## src/rtl/video_pkg.sv

```systemverilog
// Shared video definitions: colour constants, 720p timing defaults and the
// read-controller state encoding.
package video_pkg;

  localparam int CNT_W = 11;

  localparam logic [23:0] WHITE = 24'hFFFFFF;
  localparam logic [23:0] BLACK = 24'h000000;
  localparam logic [23:0] RED   = 24'hFF0000;
  localparam logic [23:0] GREEN = 24'h00FF00;
  localparam logic [23:0] BLUE  = 24'h0000FF;

  localparam int H_DISP_720P = 1280;
  localparam int H_FP_720P   = 110;
  localparam int H_SYNC_720P = 40;
  localparam int H_BP_720P   = 220;
  localparam int V_DISP_720P = 720;
  localparam int V_FP_720P   = 5;
  localparam int V_SYNC_720P = 5;
  localparam int V_BP_720P   = 20;

  typedef enum logic [1:0] {
    ST_IDLE      = 2'd0,
    ST_RUN       = 2'd1,
    ST_STOP_PEND = 2'd2
  } rd_state_e;

endpackage

```

## src/rtl/vid_timing_cnt.sv

```systemverilog
// Raster h/v counters with active-area and raw sync decode; all decodes are
// forced low while en_i is low so an idle controller shows a quiet raster.
module vid_timing_cnt
  import video_pkg::*;
#(
  parameter int H_DISP = H_DISP_720P,
  parameter int H_FP   = H_FP_720P,
  parameter int H_SYNC = H_SYNC_720P,
  parameter int H_BP   = H_BP_720P,
  parameter int V_DISP = V_DISP_720P,
  parameter int V_FP   = V_FP_720P,
  parameter int V_SYNC = V_SYNC_720P,
  parameter int V_BP   = V_BP_720P
) (
  input  logic             clk_i,
  input  logic             rst_i,
  input  logic             en_i,
  output logic [CNT_W-1:0] h_cnt_o,
  output logic [CNT_W-1:0] v_cnt_o,
  output logic             act_o,
  output logic             hs_raw_o,
  output logic             vs_raw_o,
  output logic             h_wrap_o,
  output logic             v_wrap_o
);

  localparam int H_TOTAL = H_DISP + H_FP + H_SYNC + H_BP;
  localparam int V_TOTAL = V_DISP + V_FP + V_SYNC + V_BP;

  if (H_TOTAL >= (1 << CNT_W) || V_TOTAL >= (1 << CNT_W)) begin : g_width_chk
    $error("vid_timing_cnt: timing totals do not fit the counter width");
  end

  localparam logic [CNT_W-1:0] H_LAST   = CNT_W'(H_TOTAL - 1);
  localparam logic [CNT_W-1:0] V_LAST   = CNT_W'(V_TOTAL - 1);
  localparam logic [CNT_W-1:0] H_DISP_L = CNT_W'(H_DISP);
  localparam logic [CNT_W-1:0] V_DISP_L = CNT_W'(V_DISP);
  localparam logic [CNT_W-1:0] HS_BEG   = CNT_W'(H_DISP + H_FP);
  localparam logic [CNT_W-1:0] HS_END   = CNT_W'(H_DISP + H_FP + H_SYNC);
  localparam logic [CNT_W-1:0] VS_BEG   = CNT_W'(V_DISP + V_FP);
  localparam logic [CNT_W-1:0] VS_END   = CNT_W'(V_DISP + V_FP + V_SYNC);

  logic [CNT_W-1:0] h_cnt_q, h_cnt_d;
  logic [CNT_W-1:0] v_cnt_q, v_cnt_d;

  always_comb begin
    h_cnt_d = h_cnt_q;
    v_cnt_d = v_cnt_q;
    if (en_i) begin
      if (h_cnt_q == H_LAST) begin
        h_cnt_d = '0;
        v_cnt_d = (v_cnt_q == V_LAST) ? '0 : v_cnt_q + 1'b1;
      end else begin
        h_cnt_d = h_cnt_q + 1'b1;
      end
    end
  end

  always_ff @(posedge clk_i) begin
    if (rst_i) begin
      h_cnt_q <= '0;
      v_cnt_q <= '0;
    end else begin
      h_cnt_q <= h_cnt_d;
      v_cnt_q <= v_cnt_d;
    end
  end

  assign h_cnt_o  = h_cnt_q;
  assign v_cnt_o  = v_cnt_q;
  assign act_o    = en_i && (h_cnt_q < H_DISP_L) && (v_cnt_q < V_DISP_L);
  assign hs_raw_o = en_i && (h_cnt_q >= HS_BEG) && (h_cnt_q < HS_END);
  assign vs_raw_o = en_i && (v_cnt_q >= VS_BEG) && (v_cnt_q < VS_END);
  assign h_wrap_o = en_i && (h_cnt_q == H_LAST);
  assign v_wrap_o = h_wrap_o && (v_cnt_q == V_LAST);

endmodule

```

## src/rtl/img_scale_rd_ctrl.sv

```systemverilog
// Display read scheduler: raster timing plus SCALE x SCALE pixel replication of
// an IMG_W x IMG_H image, using sub-counters rather than multiply/divide.
//   state        | meaning
//   ST_IDLE      | raster parked at (0,0), outputs quiet, waiting for enable
//   ST_RUN       | frames generated back to back
//   ST_STOP_PEND | enable dropped; finish current frame, then IDLE
module img_scale_rd_ctrl
  import video_pkg::*;
#(
  parameter int          H_DISP     = H_DISP_720P,
  parameter int          H_FP       = H_FP_720P,
  parameter int          H_SYNC     = H_SYNC_720P,
  parameter int          H_BP       = H_BP_720P,
  parameter int          V_DISP     = V_DISP_720P,
  parameter int          V_FP       = V_FP_720P,
  parameter int          V_SYNC     = V_SYNC_720P,
  parameter int          V_BP       = V_BP_720P,
  parameter int          IMG_W      = 96,
  parameter int          IMG_H      = 96,
  parameter int          SCALE      = 10,
  parameter int          ADDR_W     = 14,
  parameter logic [23:0] BORDER_RGB = BLUE
) (
  input  logic              pixel_clk,
  input  logic              sys_rst,
  input  logic              enable,
  output logic              rd_en,
  output logic [ADDR_W-1:0] rd_addr,
  input  logic [23:0]       rd_data,
  output logic              hs,
  output logic              vs,
  output logic              de,
  output logic [CNT_W-1:0]  pixel_xpos,
  output logic [CNT_W-1:0]  pixel_ypos,
  output logic [23:0]       pixel_data,
  output logic              frame_start,
  output logic              busy
);

  localparam int SXW = $clog2(IMG_W + 1);
  localparam int SYW = $clog2(IMG_H + 1);
  localparam int SSW = $clog2(SCALE + 1);

  if (SCALE < 1 || IMG_W * IMG_H > (1 << ADDR_W)) begin : g_param_chk
    $error("img_scale_rd_ctrl: SCALE or ADDR_W out of range");
  end

  localparam logic [SXW-1:0]    IMG_W_L    = SXW'(IMG_W);
  localparam logic [SYW-1:0]    IMG_H_L    = SYW'(IMG_H);
  localparam logic [SSW-1:0]    SCALE_LAST = SSW'(SCALE - 1);
  localparam logic [ADDR_W-1:0] ROW_STEP   = ADDR_W'(IMG_W);
  localparam logic [CNT_W-1:0]  V_DISP_L   = CNT_W'(V_DISP);

  rd_state_e state_q, state_d;
  logic running;
  logic [CNT_W-1:0] h_cnt, v_cnt;
  logic act, hs_raw, vs_raw, h_wrap, v_wrap;

  assign running = (state_q != ST_IDLE);

  vid_timing_cnt #(
    .H_DISP(H_DISP), .H_FP(H_FP), .H_SYNC(H_SYNC), .H_BP(H_BP),
    .V_DISP(V_DISP), .V_FP(V_FP), .V_SYNC(V_SYNC), .V_BP(V_BP)
  ) u_timing (
    .clk_i   (pixel_clk),
    .rst_i   (sys_rst),
    .en_i    (running),
    .h_cnt_o (h_cnt),
    .v_cnt_o (v_cnt),
    .act_o   (act),
    .hs_raw_o(hs_raw),
    .vs_raw_o(vs_raw),
    .h_wrap_o(h_wrap),
    .v_wrap_o(v_wrap)
  );

  always_comb begin
    state_d = state_q;
    unique case (state_q)
      ST_IDLE:      if (enable) state_d = ST_RUN;
      ST_RUN:       if (!enable) state_d = ST_STOP_PEND;
      ST_STOP_PEND: begin
        if (enable)      state_d = ST_RUN;
        else if (v_wrap) state_d = ST_IDLE;
      end
      default:      state_d = ST_IDLE;
    endcase
  end

  logic [SSW-1:0]    sx_sub_q, sx_sub_d, sy_sub_q, sy_sub_d;
  logic [SXW-1:0]    sx_q, sx_d;
  logic [SYW-1:0]    sy_q, sy_d;
  logic [ADDR_W-1:0] row_base_q, row_base_d;
  logic              sx_ok, sy_ok, in_img, fs_raw;

  assign sx_ok  = (sx_q < IMG_W_L);
  assign sy_ok  = (sy_q < IMG_H_L);
  assign in_img = act && sx_ok && sy_ok;
  assign fs_raw = running && (h_cnt == '0) && (v_cnt == '0);

  // Register values describe the pixel at the current h_cnt, so clearing on
  // the wrap makes them zero exactly when h_cnt (or the frame) restarts.
  always_comb begin
    sx_sub_d   = sx_sub_q;
    sx_d       = sx_q;
    sy_sub_d   = sy_sub_q;
    sy_d       = sy_q;
    row_base_d = row_base_q;
    if (h_wrap) begin
      sx_sub_d = '0;
      sx_d     = '0;
    end else if (act && sx_ok) begin
      if (sx_sub_q == SCALE_LAST) begin
        sx_sub_d = '0;
        sx_d     = sx_q + 1'b1;
      end else begin
        sx_sub_d = sx_sub_q + 1'b1;
      end
    end
    if (v_wrap) begin
      sy_sub_d   = '0;
      sy_d       = '0;
      row_base_d = '0;
    end else if (h_wrap && (v_cnt < V_DISP_L) && sy_ok) begin
      if (sy_sub_q == SCALE_LAST) begin
        sy_sub_d   = '0;
        sy_d       = sy_q + 1'b1;
        row_base_d = row_base_q + ROW_STEP;
      end else begin
        sy_sub_d = sy_sub_q + 1'b1;
      end
    end
  end

  logic              rd_en_q, de_q1, hs_q1, vs_q1, img_q1, fs_q1;
  logic [ADDR_W-1:0] rd_addr_q;
  logic [CNT_W-1:0]  x_q1, y_q1, x_q2, y_q2;
  logic              de_q2, hs_q2, vs_q2, img_q2, fs_q2;

  always_ff @(posedge pixel_clk) begin
    if (sys_rst) begin
      state_q    <= ST_IDLE;
      sx_sub_q   <= '0;
      sx_q       <= '0;
      sy_sub_q   <= '0;
      sy_q       <= '0;
      row_base_q <= '0;
      rd_en_q    <= 1'b0;
      rd_addr_q  <= '0;
      de_q1      <= 1'b0;
      hs_q1      <= 1'b0;
      vs_q1      <= 1'b0;
      img_q1     <= 1'b0;
      fs_q1      <= 1'b0;
      x_q1       <= '0;
      y_q1       <= '0;
      de_q2      <= 1'b0;
      hs_q2      <= 1'b0;
      vs_q2      <= 1'b0;
      img_q2     <= 1'b0;
      fs_q2      <= 1'b0;
      x_q2       <= '0;
      y_q2       <= '0;
    end else begin
      state_q    <= state_d;
      sx_sub_q   <= sx_sub_d;
      sx_q       <= sx_d;
      sy_sub_q   <= sy_sub_d;
      sy_q       <= sy_d;
      row_base_q <= row_base_d;
      rd_en_q    <= in_img;
      if (in_img) rd_addr_q <= row_base_q + ADDR_W'(sx_q);
      de_q1      <= act;
      hs_q1      <= hs_raw;
      vs_q1      <= vs_raw;
      img_q1     <= in_img;
      fs_q1      <= fs_raw;
      x_q1       <= h_cnt;
      y_q1       <= v_cnt;
      de_q2      <= de_q1;
      hs_q2      <= hs_q1;
      vs_q2      <= vs_q1;
      img_q2     <= img_q1;
      fs_q2      <= fs_q1;
      x_q2       <= x_q1;
      y_q2       <= y_q1;
    end
  end

  // The memory's own output register supplies the data half of stage 2.
  assign pixel_data  = img_q2 ? rd_data : (de_q2 ? BORDER_RGB : 24'h0);
  assign rd_en       = rd_en_q;
  assign rd_addr     = rd_addr_q;
  assign de          = de_q2;
  assign hs          = hs_q2;
  assign vs          = vs_q2;
  assign pixel_xpos  = x_q2;
  assign pixel_ypos  = y_q2;
  assign frame_start = fs_q2;
  assign busy        = running;

endmodule
```

## config.mk

```make
export PLATFORM = sky130hd
export DESIGN_NAME = img_scale_rd_ctrl
export DESIGN_NICKNAME = d
export VERILOG_FILES = /design/src/rtl/video_pkg.sv /design/src/rtl/vid_timing_cnt.sv /design/src/rtl/img_scale_rd_ctrl.sv
export SDC_FILE = /design/constraint.sdc
export NUM_CORES = 1
export LEC_CHECK = 0
export CAP_MARGIN = 20
export CORE_MARGIN = 1
export CORE_UTILIZATION = 52
export DETAILED_ROUTE_END_ITERATION = 12
export HOLD_SLACK_MARGIN = 0.15
export PLACE_DENSITY = 0.79
export SLEW_MARGIN = 15
export SYNTH_ARGS = -nofsm -noshare
export SYNTH_HDL_FRONTEND = slang
export SYNTH_SLANG_ARGS = --single-unit
```

## constraint.sdc

```tcl
create_clock -name pixel_clk -period 2.6 [get_ports pixel_clk]
set_input_delay 0.78 -clock pixel_clk [delete_from_list [all_inputs] [get_ports pixel_clk]]
set_output_delay 0.78 -clock pixel_clk [all_outputs]
set_load 0.005 [all_outputs]
```

==> flow_metrics.tcl <==
set metrics [dict create \
    worstPathArrival_ps 1680 \
    fin_hold_ws_ps 433.8 \
    drive_above_1_share 0.08542 \
    setup_viol 0 \
    grt.total_usage 0.2177 \
    clock.fmax_mhz 407.2 \
    async_flop_share 0 \
    io_buffers 92 \
    drtPass1Iterations 5 \
    fin_area_um2 6693 \
    die_h_um 100.7 \
    fin_crit_sh 0.9445 \
    top_usage_layer "met2" \
    dieArea_um2 10130 \
    clock-root-buffer "clkbuf_8" \
    worstSetupPathType "reg2out" \
    cp-start-kind "flip-flop" \
    grtUsageMet3 0.06172 \
    drcViolationCount 0 \
    rsz0062_at_grt "false" \
    clockBufferDepth 2 \
    die_width_um 100.7 \
    relSlewSlack 0.5680 \
    place_ws_ps -55.04 \
    grt_pass1_vias 3829 \
    ys_ff_latch 123 \
    finalMaxSlewViolations 0 \
    yosysSeqAreaShare 0.4865 \
    hp-class "reg2reg" \
    worstPathRequired_ps 1820 \
    tightest_slew_ps 648.0 \
    irDropWorstVdd_uv 602.2 \
    num_vias 4216 \
    netlist_instances 569 \
    gp_congestion 0.9157 \
    power.total_uw 4437 \
    diodes 0 \
    drtAntennaViolNets 0 \
    grtUsageMet1 0.2579 \
    avgSynthCellArea_um2 8.895 \
    grt_pass1_wl_um 17440 \
    syn_to_final_growth_pct 32.24 \
    clock-sinks 123 \
    syn_nets 608 \
    grt_overflow 0 \
    drv_cap 0 \
    hold_buffers 0 \
    nNetsFinal 705 \
    ys_warn_count 0 \
    place_area_um2 6120 \
    cts_tree "done" \
    rows 35 \
    cp_max_fo 10 \
    vias_per_cell 5.218 \
    antenna_found_initial 0 \
    status "finished clean" \
    clock-skew-final_ps 16.15 \
    power_density_nw_per_um2 662.9 \
    wl_um 10750 \
    clk_pin_slew_worst_paths_ps 60 \
    grt_max_degree 67 \
    drt_iter0_drc 147 \
    finalWorstPathRequiredPeriod_ps 2456 \
    insertion_delay_ps 520 \
    synth_ff_type "dfxtp_1" \
    num_io_pins 93 \
    wl_per_cell_um 13.30 \
    initial_core_util 0.5426 \
    cts_buffers 17 \
    globalRouteMet2Util 0.3693 \
    dpl.hpwl_um 7249 \
    p_leak_uw 0.002544 \
    hold_viol_final 0 \
    syn_area_um2 5061 \
    core-area_um2 9328 \
    crit_path_end_kind "output port" \
    synth.distinct_cells 48 \
    synth_edf_count 0 \
    setup_slack_ps 144.2 \
    cts_max_level 4 \
]
metrics by stage:
step	TNS, ps	util	std cells
floorplan	0	-	569
global placement	-439.2	0.6561	775
detailed placement	-725.4	0.6561	775
CTS	0	0.7175	808
global route	0	0.7175	808
finish	0	0.7175	808
cell families (layout without fill, tap and decap cells):
logic type / count (synthesis) / count (layout) / share of synthesized area
AND/OR/NAND/NOR: 261 / 261 / 0.2710
AO/OA/AOI/OAI: 75 / 75 / 0.09073
flip-flops: 123 / 123 / 0.4865
buffers and inverters: 56 / 166 / 0.04573
XOR/XNOR: 33 / 33 / 0.05711
multiplexers: 9 / 9 / 0.01780
adder cells (fa/ha/maj): 12 / 12 / 0.03115
timing repair:
| item | CTS | global route |
|---|---|---|
| gates resized for setup | 25 | 0 |
| buffers inserted | 1 | 0 |
| endpoints found under the setup margin | 25 | 0 |
placed cells by master (no fill, tap or decap), types with 2 or more instances in the layout:
| master | instances |
|---|---|
| dfxtp_1 | 123 |
| clkdlybuf4s50_1 | 67 |
| nor2_1 | 66 |
| nand2_1 | 44 |
| nor2b_1 | 43 |
| inv_1 | 26 |
| a21oi_1 | 25 |
| xnor2_1 | 24 |
| dlygate4sd2_1 | 24 |
| and2_1 | 23 |
| o21ai_0 | 19 |
| clkbuf_16 | 16 |
| buf_4 | 15 |
| nand4_1 | 14 |
| nand3_1 | 14 |
| nor4_1 | 13 |
| nor3_1 | 11 |
| ha_1 | 11 |
| or3_1 | 10 |
| a211oi_1 | 10 |
| xor2_1 | 9 |
| mux2i_1 | 9 |
| inv_6 | 6 |
| and3_1 | 4 |
| and4_1 | 4 |
| or4_1 | 3 |
| o211ai_1 | 3 |
| o31ai_1 | 3 |
| nand3b_1 | 3 |
| clkinv_4 | 3 |
| nor3b_2 | 2 |
| a21o_1 | 2 |
| a31o_2 | 2 |
| a31oi_1 | 2 |
| bufinv_16 | 2 |
| clkinvlp_4 | 2 |
| inv_8 | 2 |
registers in the layout (all words and copies together) (netlist names), 9 cells and up:
name / count
rd_addr: 14
pixel_xpos: 11
pixel_ypos: 11
u_timing.h_cnt_o: 11
u_timing.v_cnt_o: 11
x_q1: 11
y_q1: 11
row_base_q: 9
where the power goes:
group	total, µW	switching (µW)	internal, µW
clock network	2320	923	1400
logic	196	94.2	102
registers	1920	14.4	1910
layout make-up:
class / instances / area, µm²
Clock buffer: 17 / 414.1
Clock inverter: 15 / 176.4
Multi-Input combinational cell: 390 / 2377
Inverter: 27 / 102.6
Tap cell: 129 / 161.4
Timing Repair Buffer: 107 / 998.5
Fill cell: 713 / 2635
Sequential cell: 123 / 2462
synth_stat cells, drive strengths merged (2+ instances only):
| cell | count | share of area |
|---|---|---|
| dfxtp | 123 | 0.49 |
| nor2 | 67 | 0.050 |
| nand2 | 44 | 0.033 |
| nor2b | 43 | 0.053 |
| inv | 26 | 0.019 |
| a21oi | 25 | 0.025 |
| xnor2 | 24 | 0.042 |
| and2 | 23 | 0.028 |
| o21ai | 20 | 0.020 |
| clkbuf | 17 | 0.013 |
| nand3 | 14 | 0.014 |
| nand4 | 14 | 0.017 |
| nor4 | 14 | 0.019 |
| buf | 12 | 0.013 |
| ha | 11 | 0.027 |
| nor3 | 11 | 0.011 |
| a211oi | 10 | 0.015 |
| or3 | 10 | 0.012 |
| mux2i | 9 | 0.018 |
| xor2 | 9 | 0.016 |
| and3 | 4 | 0.0049 |
| and4 | 4 | 0.0069 |
| o31ai | 4 | 0.0059 |
| or4 | 4 | 0.0067 |
| nand3b | 3 | 0.0044 |
| nor3b | 3 | 0.0064 |
| o211ai | 3 | 0.0044 |
| a21o | 2 | 0.0030 |
| a31o | 2 | 0.0035 |
| a31oi | 2 | 0.0025 |
worst paths after layout:
path	startpoint	to	slack, ps	depth (start not counted)
setup / recovery	state_q[0]$_SDFFE_PP0P_	busy	140	3
hold reg to reg	x_q1[10]$_SDFF_PP0_	pixel_xpos[10]$_SDFF_PP0_	430	1
hold / removal	x_q1[10]$_SDFF_PP0_	pixel_xpos[10]$_SDFF_PP0_	430	1
setup reg to reg	u_timing.h_cnt_o[1]$_SDFFE_PP0P_	row_base_q[11]$_SDFFE_PP0P_	330	7
critical path, stage by stage (launching register included):
cell and delay (ps):
dfxtp_1 350, nor2_4 150, clkinv_2 160, clkdlybuf4s50_1 500
routing by layer:
| metal | vias up | routed length (µm) | share of wire |
|---|---|---|---|
| met5 | - | 0 | 0 |
| met4 | 0 | 164 | 0.015 |
| met3 | 19 | 699 | 0.065 |
| met2 | 140 | 5243 | 0.49 |
| met1 | 1936 | 4640 | 0.43 |
| li1 | 2121 | - | - |
No activity file was read; power rests on OpenSTA's default activity.
